$ cat config.mk
export PLATFORM = sky130hd
export DESIGN_NAME = mem_resp_stage
export DESIGN_NICKNAME = d
export VERILOG_FILES = /design/src/rtl/mem_resp_stage.sv
export SDC_FILE = /design/constraint.sdc
export NUM_CORES = 1
export LEC_CHECK = 0
export ABC_AREA = 1
export CAP_MARGIN = 25
export CORE_UTILIZATION = 42
export CTS_BUF_LIST = sky130_fd_sc_hd__clkbuf_8
export CTS_CLUSTER_DIAMETER = 30
export DETAILED_ROUTE_END_ITERATION = 8
export PLACE_DENSITY = 0.8
export SYNTH_ARGS = -nofsm -noshare
export SYNTH_HDL_FRONTEND = slang
export SYNTH_SLANG_ARGS = --single-unit
$ cat constraint.sdc
create_clock -name clk -period 2.1 [get_ports clk]
set_input_delay 0.63 -clock clk [delete_from_list [all_inputs] [get_ports clk]]
set_output_delay 0.63 -clock clk [all_outputs]
set_load 0.03 [all_outputs]
$ cat src/rtl/mem_resp_stage.sv
// MEM stage: holds the EX bundle, waits for the data_sram response, extends load data and presents the bundle to WB.
// Optional define MS_FWD_EN enables forwarding of the MEM result to decode via ms_to_ds_bus.
//
// state  | meaning
// S_IDLE | no response outstanding for the current instruction
// S_WAIT | current instruction waits for its data_ok
// S_BUF  | response captured in buffer, WB has not accepted yet
// S_DROP | response of a flushed instruction still due; next data_ok is ignored
module mem_resp_stage #(
   parameter int ES_TO_MS_BUS_WD = 126,
   parameter int MS_TO_WS_BUS_WD = 121
) (
   input  logic                       clk,
   input  logic                       resetn,
   input  logic                       es_to_ms_valid,
   input  logic [ES_TO_MS_BUS_WD-1:0] es_to_ms_bus,
   output logic                       ms_allowin,
   input  logic                       data_sram_data_ok,
   input  logic [31:0]                data_sram_rdata,
   input  logic                       ws_allowin,
   input  logic                       ws_flush,
   output logic                       ms_to_ws_valid,
   output logic [MS_TO_WS_BUS_WD-1:0] ms_to_ws_bus,
   output logic [38:0]                ms_to_ds_bus,
   output logic                       ms_block
);

   typedef enum logic [1:0] {S_IDLE, S_WAIT, S_BUF, S_DROP} state_t;

   state_t                     state;
   logic                       ms_valid;
   logic [ES_TO_MS_BUS_WD-1:0] es_bus_r;
   logic [31:0]                buffer;

   logic        mem_req_sent;
   logic        load_op;
   logic [2:0]  ld_type;
   logic        ex;
   logic        eret;
   logic        tlb_flush;
   logic        gr_we;
   logic [4:0]  dest;
   logic [31:0] pay_result;

   assign mem_req_sent = es_bus_r[125];
   assign load_op      = es_bus_r[124];
   assign ld_type      = es_bus_r[123:121];
   assign tlb_flush    = es_bus_r[119];
   assign ex           = es_bus_r[115];
   assign eret         = es_bus_r[114];
   assign gr_we        = es_bus_r[69];
   assign dest         = es_bus_r[68:64];
   assign pay_result   = es_bus_r[63:32];

   logic buf_valid;
   logic discard;
   logic wait_data;
   logic ms_ready_go;
   logic load_en;
   logic new_wait;

   assign buf_valid      = (state == S_BUF);
   assign discard        = (state == S_DROP);
   assign wait_data      = ms_valid && mem_req_sent && !ex;
   assign ms_ready_go    = !wait_data || buf_valid || (data_sram_data_ok && !discard);
   assign ms_allowin     = !ms_valid || (ms_ready_go && ws_allowin);
   assign ms_to_ws_valid = ms_valid && ms_ready_go;
   assign load_en        = es_to_ms_valid && ms_allowin && !ws_flush;
   assign new_wait       = es_to_ms_bus[125] && !es_to_ms_bus[115];

   always_ff @(posedge clk or negedge resetn) begin
      if (!resetn) begin
         ms_valid <= 1'b0;
         es_bus_r <= '0;
      end else begin
         if (ws_flush) begin
            ms_valid <= 1'b0;
         end else if (ms_allowin) begin
            ms_valid <= es_to_ms_valid;
         end
         if (es_to_ms_valid && ms_allowin) begin
            es_bus_r <= es_to_ms_bus;
         end
      end
   end

   always_ff @(posedge clk or negedge resetn) begin
      if (!resetn) begin
         state  <= S_IDLE;
         buffer <= '0;
      end else begin
         unique case (state)
            S_IDLE: begin
               if (load_en && new_wait) state <= S_WAIT;
            end
            S_WAIT: begin
               // a response arriving with the flush belongs to the flushed load, nothing left to drop
               if (ws_flush) begin
                  state <= data_sram_data_ok ? S_IDLE : S_DROP;
               end else if (data_sram_data_ok && !ws_allowin) begin
                  state  <= S_BUF;
                  buffer <= data_sram_rdata;
               end else if (data_sram_data_ok) begin
                  state <= (load_en && new_wait) ? S_WAIT : S_IDLE;
               end
            end
            S_BUF: begin
               if (ws_flush) begin
                  state  <= S_IDLE;
                  buffer <= '0;
               end else if (ws_allowin) begin
                  state  <= (load_en && new_wait) ? S_WAIT : S_IDLE;
                  buffer <= '0;
               end
            end
            S_DROP: begin
               if (data_sram_data_ok) begin
                  if (ws_flush) begin
                     state <= wait_data ? S_DROP : S_IDLE;
                  end else if (wait_data || (load_en && new_wait)) begin
                     state <= S_WAIT;
                  end else begin
                     state <= S_IDLE;
                  end
               end
            end
            default: state <= S_IDLE;
         endcase
      end
   end

   logic [31:0] ld_src;
   logic [7:0]  ld_byte;
   logic [15:0] ld_half;
   logic [31:0] ld_data;
   logic [31:0] ms_result;

   always_comb begin
      ld_src  = buf_valid ? buffer : data_sram_rdata;
      ld_half = pay_result[1] ? ld_src[31:16] : ld_src[15:0];
      case (pay_result[1:0])
         2'd0:    ld_byte = ld_src[7:0];
         2'd1:    ld_byte = ld_src[15:8];
         2'd2:    ld_byte = ld_src[23:16];
         default: ld_byte = ld_src[31:24];
      endcase
      case (ld_type)
         3'd1:    ld_data = {{24{ld_byte[7]}}, ld_byte};
         3'd2:    ld_data = {24'd0, ld_byte};
         3'd3:    ld_data = {{16{ld_half[15]}}, ld_half};
         3'd4:    ld_data = {16'd0, ld_half};
         default: ld_data = ld_src;
      endcase
      ms_result = (load_op && !ex) ? ld_data : pay_result;
   end

   assign ms_to_ws_bus = {es_bus_r[120:64], ms_result, es_bus_r[31:0]};
   assign ms_block     = ms_valid && (ex || eret || tlb_flush);

   logic        rf_we;
   logic        wdata_valid;
   logic [31:0] wdata;

   assign rf_we = ms_valid && gr_we && !ex;
`ifdef MS_FWD_EN
   // mfc0 reads CP0 in WB, so its MEM result is not the final value
   assign wdata_valid = ms_to_ws_valid && !es_bus_r[113];
   assign wdata       = ms_result;
`else
   assign wdata_valid = 1'b0;
   assign wdata       = '0;
`endif

   assign ms_to_ds_bus = {rf_we, wdata_valid, dest, wdata};

endmodule

Yosys cells after proc, flatten, opt, wreduce, memory -nomap -nowiden
Cells that the tools add are included.
{"block": "totals", "output_inout_bits": 163, "register_bits": 161}
{"block": "op_classes", "n_reduce_logical": 33, "muxes": 25, "eq_ne": 15}
{"cell": "32-bit 2-to-1 mux", "count": 6}
{"cell": "32-bit one-hot mux with 4 select lines", "count": 1}
{"cell": "32-bit one-hot mux with 2 select lines", "count": 1}
{"cell": "8-bit one-hot mux with 3 select lines", "count": 1}
{"cell": "2-bit 2-to-1 mux", "count": 10}
{"cell": "16-bit 2-to-1 mux", "count": 1}
{"cell": "1-bit logical AND", "count": 14}
{"cell": "2-bit != test (second input constant)", "count": 4}
{"cell": "2-bit one-hot mux with 4 select lines", "count": 1}
{"cell": "4-bit AND reduction", "count": 2}
{"cell": "1-bit logical NOT", "count": 7}
{"cell": "2-bit equality test (second input constant)", "count": 3}
{"cell": "3-bit by 2-bit equality test with 1-bit output (second input constant)", "count": 2}
{"cell": "1-bit logical OR", "count": 6}
{"cell": "2-bit by 1-bit equality test with 1-bit output (second input constant)", "count": 2}
{"cell": "2-bit logical NOT", "count": 2}
{"cell": "1-bit 2-to-1 mux", "count": 4}
{"cell": "4-bit != test (second input constant)", "count": 1}
{"cell": "2-bit nonzero test", "count": 2}
{"cell": "3-bit by 1-bit equality test with 1-bit output (second input constant)", "count": 1}
{"cell": "3-bit equality test (second input constant)", "count": 1}
{"cell": "3-bit != test (second input constant)", "count": 1}

Longest topological paths before layout
Gate-level depths: netlist (run 1).
{"block": "depth", "word_depth": 15, "ltp_mapped": 13}

Worst setup path after synthesis (run 1)
OpenSTA, ideal clock, no wires.
{"block": "synth_path", "path_type": "register to output", "startpoint": "reg state[1]", "endpoint": "out ms_to_ws_bus[32]", "setup_slack_ns": -0.268, "path_stages_with_launch": 11, "arrival_ns": 1.738, "required_ns": 1.470, "cell_sequence": "dfrtp_1 > buf_4 > nand2_4 > buf_12 > buf_6 > nand2_1 > nand3_1 > o21ai_1 > o21ai_0 > nor2_1 > a21oi_1"}
{"block": "synth_between", "elab_chain_cells": 5}
{"element": "from (decl)", "line": "30", "rtl": "state_t state;"}
{"element": "from (signal assigned)", "line": "99", "rtl": "state <= data_sram_data_ok ? S_IDLE : S_DROP;"}
{"element": "from (signal assigned)", "line": "104", "rtl": "state <= (load_en && new_wait) ? S_WAIT : S_IDLE;"}
{"element": "from (signal assigned)", "line": "112", "rtl": "state <= (load_en && new_wait) ? S_WAIT : S_IDLE;"}
{"element": "2-bit equality test (*)", "line": "62", "rtl": "assign buf_valid = (state == S_BUF);"}
{"element": "32-bit 2-to-1 mux (*)", "line": "139", "rtl": "ld_src = buf_valid ? buffer : data_sram_rdata;"}
{"element": "8-bit one-hot mux with 3 select lines or 16-bit 2-to-1 mux (tied branches)", "line": "141, 140"}
{"element": "32-bit one-hot mux with 4 select lines (*)", "line": "147", "rtl": "case (ld_type)"}
{"element": "32-bit 2-to-1 mux (*)", "line": "154", "rtl": "ms_result = (load_op && !ex) ? ld_data : pay_result;"}
{"element": "to (decl)", "line": "23", "rtl": "output logic [MS_TO_WS_BUS_WD-1:0] ms_to_ws_bus,"}
Mark *: on every way between the ends. The rest lies on a longest branch, timed or not.

Worst setup path in the final report (run 1)
{"block": "layout_path", "startpoint": "reg state[1]", "endpoint": "out ms_to_ws_bus[50]"}
The elaborated chain is that of the path after synthesis.

==> results.md, run 1 <==
* Rows at 52
* PnR worst setup slack at -0.902 ns
* DP HPWL at 19,800 um
* Yosys Warn Count at 0
* Initial Util at 0.432
* Die ar. at 21,500 um2
* Die height at 147 um
* Hold Crit Class: input pin to asynchronous set/reset pin
* Endpoint of the worst setup timing path: ms_to_ws_bus[50]
* Port buffer count at 293
* Drt pass-1 iters at 5
* Fmax at 0.333 GHz
* Placed cells at 1,676
* Routability congestion estimate at 0.898
* H-tree level count at 4
* Final hold vios at 0
* Clk pin slew, worst setup/hold paths at 0.10 ns
* CTS Buf Count at 17
* Clock Path Buffers at 2
* Layout cells sized above 1 at 0.231
* Antenna diode count at 0
* Clk_lat worst skew at 0.47 ns
* Initial drt markers at 619
* Worst Path Max Fanout at 8
* ANT nets after route at 0
* Cell area after synthesis at 8790 um2
* Clock sink count at 161
* Yosys reg bits at 161
* DRC errors left at 0
* Synth Area in XOR/XNOR at 0
* Crit. Startpoint: state[1]$_DFFE_PN0P_
* Avg WL per Cell at 16.2 um
* CTS tree: done
* Simple-gate share of the synthesized area at 0.296
* Max Cap Viol at 0
* Synthesized instance count at 1,179
* GRT Util Overall at 0.255
* Setup TNS after final layout at -25.88 ns
* Max Slew Vio Count at 0
* Core Box Area at 20,400 um2
* Hold_buf cts at 0
* WS Path Type: register to primary output
* R2R depth at 10
* Startpoint Class: register
* Sequential element share of the synthesized area at 0.458
* Ports at 327
* Worst endpoint required time at 1.47 ns
* Largest net degree at the start of global routing at 56
* Mux share of post-synthesis cell area at 0
* Initial antenna violation count at 1
* Setup slack, reg-to-reg at 0.21 ns
* Crit Reg-Reg Endpoint: buffer[1]$_DFFE_PN0P_
* Yosys cell types at 34
* Layout area overhead at 49.8%
* Number of global-route vias before repair at 8,212
* Fin Hold WS at 0.0968 ns
* Die W at 147 um
* Post-layout nets at 1,604
* Status: complete, but fails checks
* CP Capture Type: primary output
* Mean cell area of the mapped netlist at 7.46 um2
* Via count at 8,379
* Non-Filler Instances at 1,723
* Ratio of total power to cell area at 843 nW/um2
* VDD IR-drop max at 0.000438 V
* Largest family of logic cells by synthesized area: simple AND/OR/NAND/NOR gates
* Global-route wire length before repair at 42,800 um
* CTS Root Buffer Type: clkbuf_8
* Clock Skew at 0.0159 ns
* RSZ-0062 raised after global routing: yes
* Commonest non-fill, non-tap cells in the layout: 504 x nand2_1, 162 x clkdlybuf4s50_1, 159 x dfrtp_1, 94 x dlygate4sd2_1, 74 x buf_4
* Reg2reg start: state[1]$_DFFE_PN0P_
* Worst Path Arrival at 2.37 ns
* Synthesized-area fraction occupied by adder cells at 0
* Failing checks: negative setup slack
* Minimum clock period at 3.00 ns
* # setup viols final at 34
* Final Cycle Share at 1.43
* DRT Wirelength at 28,000 um
* Leakage at 6.69 nW
* Complex-gate fraction of the synthesized area at 0.0735
* Via/cell ratio at 4.86
* Commonest non-fill, non-tap cell in the layout: nand2_1
* GRT overflow at 0
==> per-layer routing <==
layer / up-vias / GRT usage / wire length [um]
li1: 4013 / - / -
met1: 3974 / 0.304 / 10700
met2: 330 / 0.433 / 14100
met3: 60 / 0.0694 / 2180
met4: 2 / 0.105 / 988
met5: - / 0 / 13
==> cells in the mapped netlist (all sizes together) <==
| cell | n | area, um2 |
|---|---|---|
| nand4 | 1 | 6.26 |
| o2111ai | 1 | 8.76 |
| or2 | 2 | 12.5 |
| a31oi | 4 | 25.0 |
| buf | 175 | 1250 |
| nand2 | 563 | 2130 |
| inv | 56 | 210 |
| o211ai | 4 | 35.0 |
| o221ai | 1 | 8.76 |
| conb | 1 | 3.75 |
| nor3 | 1 | 5.00 |
| o21ai | 77 | 400 |
| clkbuf | 11 | 41.3 |
| dfrtp | 161 | 4030 |
| nor2 | 30 | 118 |
| nand3 | 54 | 308 |
| clkinv | 1 | 3.75 |
| o21a | 1 | 7.51 |
| nand3b | 3 | 22.5 |
| a21oi | 32 | 160 |
==> stage by stage <==
step                power (mW)  worst slack (ns)  area (um2)  utilization
detailed placement        8.49            -0.702       12100        0.595
finish                    11.1            -0.902       13200        0.646
CTS                       10.9            -0.840       12800        0.629
floorplan                 6.83           -0.0748        9200            -
global placement          8.40            -0.688       12100        0.595
global route              11.7            -0.977       13200        0.646
==> cell type report <==
type	instances	area (um2)
clock buffers	17	234
clock inverters	15	146
fillers	1625	7200
inverters	57	229
multi-input cells	808	4120
flip-flops and latches	161	4030
well taps	270	338
repair buffers	395	4060
==> critical path, stage by stage, from the launching register on <==
cell      delay [ns]
dfrtp_2         0.51
nand2_8         0.10
buf_12          0.16
nand2_4         0.07
o21ai_4         0.07
buf_6           0.12
o211ai_4        0.25
buf_12          0.18
nand3_2         0.09
o21ai_1         0.12
inv_1           0.08
buf_6           0.14
==> power breakdown <==
group	leakage, nW	internal [mW]	total (mW)	switching (mW)
logic	4.53	1.99	4.82	2.83
registers	1.98	3.68	4.03	0.349
clock network	0.185	0.877	2.25	1.37
==> cell families (layout without fill, tap and decap cells) <==
kind of cell,count (synthesis),count (layout)
buffers and inverters,243,484
AO/OA/AOI/OAI,120,120
other,1,33
flip-flops,161,161
AND/OR/NAND/NOR,654,655
==> worst min-delay path by stage <==
stage	to	slack, ns	cells after the start
2_1_floorplan	buffer[0]$_DFFE_PN0P_	0.33	0
3_3_place_gp	es_bus_r[2]$_DFFE_PN0N_	0.46	2
3_5_place_dp	es_bus_r[87]$_DFFE_PN0N_	0.46	2
4_1_cts	buffer[30]$_DFFE_PN0P_	0.09	1
5_1_grt	es_bus_r[46]$_DFFE_PN0N_	0.1	1
6_report	buffer[27]$_DFFE_PN0P_	0.1	1
==> sequential cells by signal, summed over array words and instances, names as in the netlist <==
signal,cells
buffer,32
es_bus_r,126
ms_valid,1
state,2
==> repair_timing <==
item | in CTS | in global routing
cloned | 3 | 2
buffers inserted | 5 | 5
pin swaps | 39 | 36
setup endpoints to repair | 130 | 36
gates resized for setup | 195 | 74
Note: power is estimated with default switching activity, not from simulation.
==> run 2, diff against run 1 <==
--- a/config.mk
+++ b/config.mk
@@ -7,11 +7,10 @@
 export LEC_CHECK = 0
 export ABC_AREA = 1
 export CAP_MARGIN = 25
-export CORE_UTILIZATION = 42
+export CORE_UTILIZATION = 30
 export CTS_BUF_LIST = sky130_fd_sc_hd__clkbuf_8
 export CTS_CLUSTER_DIAMETER = 30
 export DETAILED_ROUTE_END_ITERATION = 8
-export PLACE_DENSITY = 0.8
 export SYNTH_ARGS = -nofsm -noshare
 export SYNTH_HDL_FRONTEND = slang
 export SYNTH_SLANG_ARGS = --single-unit
==> results.md, run 2 (same netlist as run 1, synthesis figures left out) <==
* Max reg flops at 126 (unchanged)
* Via count at 8,238 (-1.7%)
* Via/cell ratio at 4.49 (-7.7%)
* Area of the multi-input gates at 3920 um2 (-4.8%)
* Crit Reg-Reg Endpoint: buffer[18]$_DFFE_PN0P_
* Placed cells at 1,790 (+6.8%)
* Fmax at 0.340 GHz (+2.2%)
* ANT nets after route at 0 (unchanged)
* DRT Wirelength at 28,600 um (+2.2%)
* Drt pass-1 iters at 5 (unchanged)
* Clk pin slew, worst setup/hold paths at 0.10 ns (about the same)
* Layout area overhead at 48.6%
* Reg2reg start: state[1]$_DFFE_PN0P_
* Hold Crit Start: es_bus_r[9]$_DFFE_PN0N_
* Worst endpoint required time at 1.47 ns (about the same)
* Top flop regs: es_bus_r (126), buffer (32), state (2)
* Failing checks: negative setup slack
* Placed cell areas at 12,200 um2 (+0.64%)
* Ports at 327 (unchanged)
* GRT Util Overall at 0.193 (-0.0624)
* Global-route wire length before repair at 45,500 um (+6.5%)
* Top delay family on crit path: simple AND/OR/NAND/NOR gates
* Routability congestion estimate at 0.857 (-4.5%)
* Critical-path top delay cell: dfrtp_1
* Post-layout nets at 1,602 (-0.12%)
* Number of global-route vias before repair at 8,461 (+3.0%)
* Fillcell total at 2,897 (+78%)
* # setup viols final at 34 (unchanged)
* Top reg by flops: es_bus_r
* Clock Skew at 0.0197 ns (+0.00382 ns)
* Final Cycle Share at 1.40 (-0.0303)
* VDD IR-drop max at 0.000334 V (-24%)
* Status: complete, but fails checks
* Initial antenna violation count at 4 (+3)
* Minimum clock period at 2.94 ns (-0.0636 ns)
* CP Capture Type: primary output
* Worst path max stage delay at 0.42 ns (-0.09 ns)
* H-tree level count at 4 (unchanged)
* Setup slack, reg-to-reg at 0.17 ns (-0.04 ns)
* Clock Path Buffers at 2 (unchanged)
* CP bufs+invs at 5 (unchanged)
* Die ar. at 30,000 um2 (+39%)
* Commonest non-fill, non-tap cells in the layout: 531 x nand2_1, 162 x clkdlybuf4s50_1, 160 x dfrtp_1, 94 x dlygate4sd2_1, 73 x buf_4
* Final hold vios at 0 (unchanged)
* Worst Path Max Fanout at 8 (unchanged)
* PnR worst setup slack at -0.839 ns (+0.0636 ns)
* Worst Path Arrival at 2.31 ns (-0.06 ns)
* Die height at 173 um (+18%)
* CP dominant cell by count: nand2_2
* R2R depth at 10 (unchanged)
* Rows at 62 (+19%)
* Core Box Area at 28,800 um2 (+41%)
* Largest net degree at the start of global routing at 60 (+7.1%)
* Hold Crit Class: register to register
* Avg WL per Cell at 15.6 um (-4.1%)
* Initial Util at 0.305 (-0.126)
* Hold path depth at 2
* DRC errors left at 0 (unchanged)
* Layout cells sized above 1 at 0.203 (-0.0286)
* Worst path cell trace: inv_4 -> nand2_4 -> inv_8 -> buf_4 -> nand2_1 -> nand2_2 -> nand2_2 -> nand3_4 -> nand3_4 -> buf_8 -> nand3_2 -> nand2_2 -> nand2_4 -> buf_6
* Fin Hold WS at 0.484 ns (+0.387 ns)
* DP HPWL at 20,500 um (+3.5%)
* Commonest non-fill, non-tap cell in the layout: nand2_1
* CTS Root Buffer Type: clkbuf_8
* Clk_lat worst skew at 0.47 ns (about the same)
* Max Slew Vio Count at 0 (unchanged)
* Reg area at 4030 um2 (about the same)
* Leakage at 6.65 nW (-0.60%)
* Startpoint Class: register
* GRT overflow at 0 (unchanged)
* CTS Buf Count at 17 (unchanged)
* Max Cap Viol at 0 (unchanged)
* Non-Filler Instances at 1,836 (+6.6%)
* Ratio of total power to cell area at 843 nW/um2 (about the same)
* WS Path Type: register to primary output
* WHS Endpoint: es_bus_r[9]$_DFFE_PN0N_
* Clock sink count at 161 (unchanged)
* Setup TNS after final layout at -25.88 ns (+0.00690 ns)
* Cell area after layout at 13,100 um2 (-0.75%)
* RSZ-0062 raised after global routing: yes
* Port buffer count at 293 (unchanged)
* CTS tree: done
* Die W at 173 um (+18%)
* Initial drt markers at 483 (-22%)
[run 2: worst max path at each step]
stage | end | cells after the start | startpoint
finish | ms_to_ws_bus[41] | 14 | state[0]$_DFFE_PN0P_
global route | ms_to_ws_bus[45] | 13 | state[0]$_DFFE_PN0P_
CTS | ms_to_ws_bus[41] | 14 | state[0]$_DFFE_PN0P_
detailed placement | ms_to_ws_bus[41] | 13 | data_sram_rdata[31]
global placement | ms_to_ws_bus[46] | 13 | data_sram_rdata[31]
floorplan | ms_to_ws_bus[35] | 10 | state[1]$_DFFE_PN0P_
[run 2: per-layer routing]
| layer | part of all wire | GRT usage | up-vias | wire [um] |
|---|---|---|---|---|
| met5 | 0.0013 | 0 | - | 37 |
| met4 | 0.023 | 0.0627 | 6 | 654 |
| met3 | 0.076 | 0.0563 | 39 | 2190 |
| met2 | 0.47 | 0.316 | 301 | 13500 |
| met1 | 0.43 | 0.243 | 3870 | 12200 |
| li1 | - | - | 4022 | - |
[run 2: area by class of cell]
cell class,instances,share of cell area
antenna,1,0.000192
clock buffer,18,0.0190
clock inverter,14,0.0108
inverter,57,0.0173
multi-input combinational,808,0.300
sequential,161,0.308
tap,384,0.0368
timing repair buffer,393,0.307
[run 2: where the power goes]
group	internal (mW)	switching [mW]	total (mW)
logic	1.92	2.75	4.67
registers	3.68	0.334	4.01
clock network	0.917	1.41	2.33
total	6.52	4.49	11.0
[run 2: worst min-delay path, delay by kind of cell (launching register included)]
kind	cells	cell delay [ns]
simple gates	2	0.11
flops	1	0.35
[run 2: per-stage QoR]
step,worst slack [ns],power [mW],util
final,-0.839,11.0,0.454
after global routing,-0.975,11.7,0.454
after CTS,-0.868,11.0,0.448
after detailed placement,-0.705,8.45,0.424
after global placement,-0.702,8.40,0.424
after floorplan,-0.0748,6.83,-
[run 2: what timing repair did]
item	CTS	global route
hold endpoints to repair	9	0
pin swaps	22	9
buffers inserted	6	1
hold buffers	1	0
cloned	4	2
resized for setup	185	20
endpoints found under the setup margin	130	38
==> run 3, diff against run 2 <==
--- a/config.mk
+++ b/config.mk
@@ -9,7 +9,7 @@
 export CAP_MARGIN = 25
 export CORE_UTILIZATION = 30
 export CTS_BUF_LIST = sky130_fd_sc_hd__clkbuf_8
-export CTS_CLUSTER_DIAMETER = 30
+export CTS_CLUSTER_DIAMETER = 100
 export DETAILED_ROUTE_END_ITERATION = 8
 export SYNTH_ARGS = -nofsm -noshare
 export SYNTH_HDL_FRONTEND = slang
==> results of run 3 <==
Final layout, timing and power as in run 2 (identical DEF).
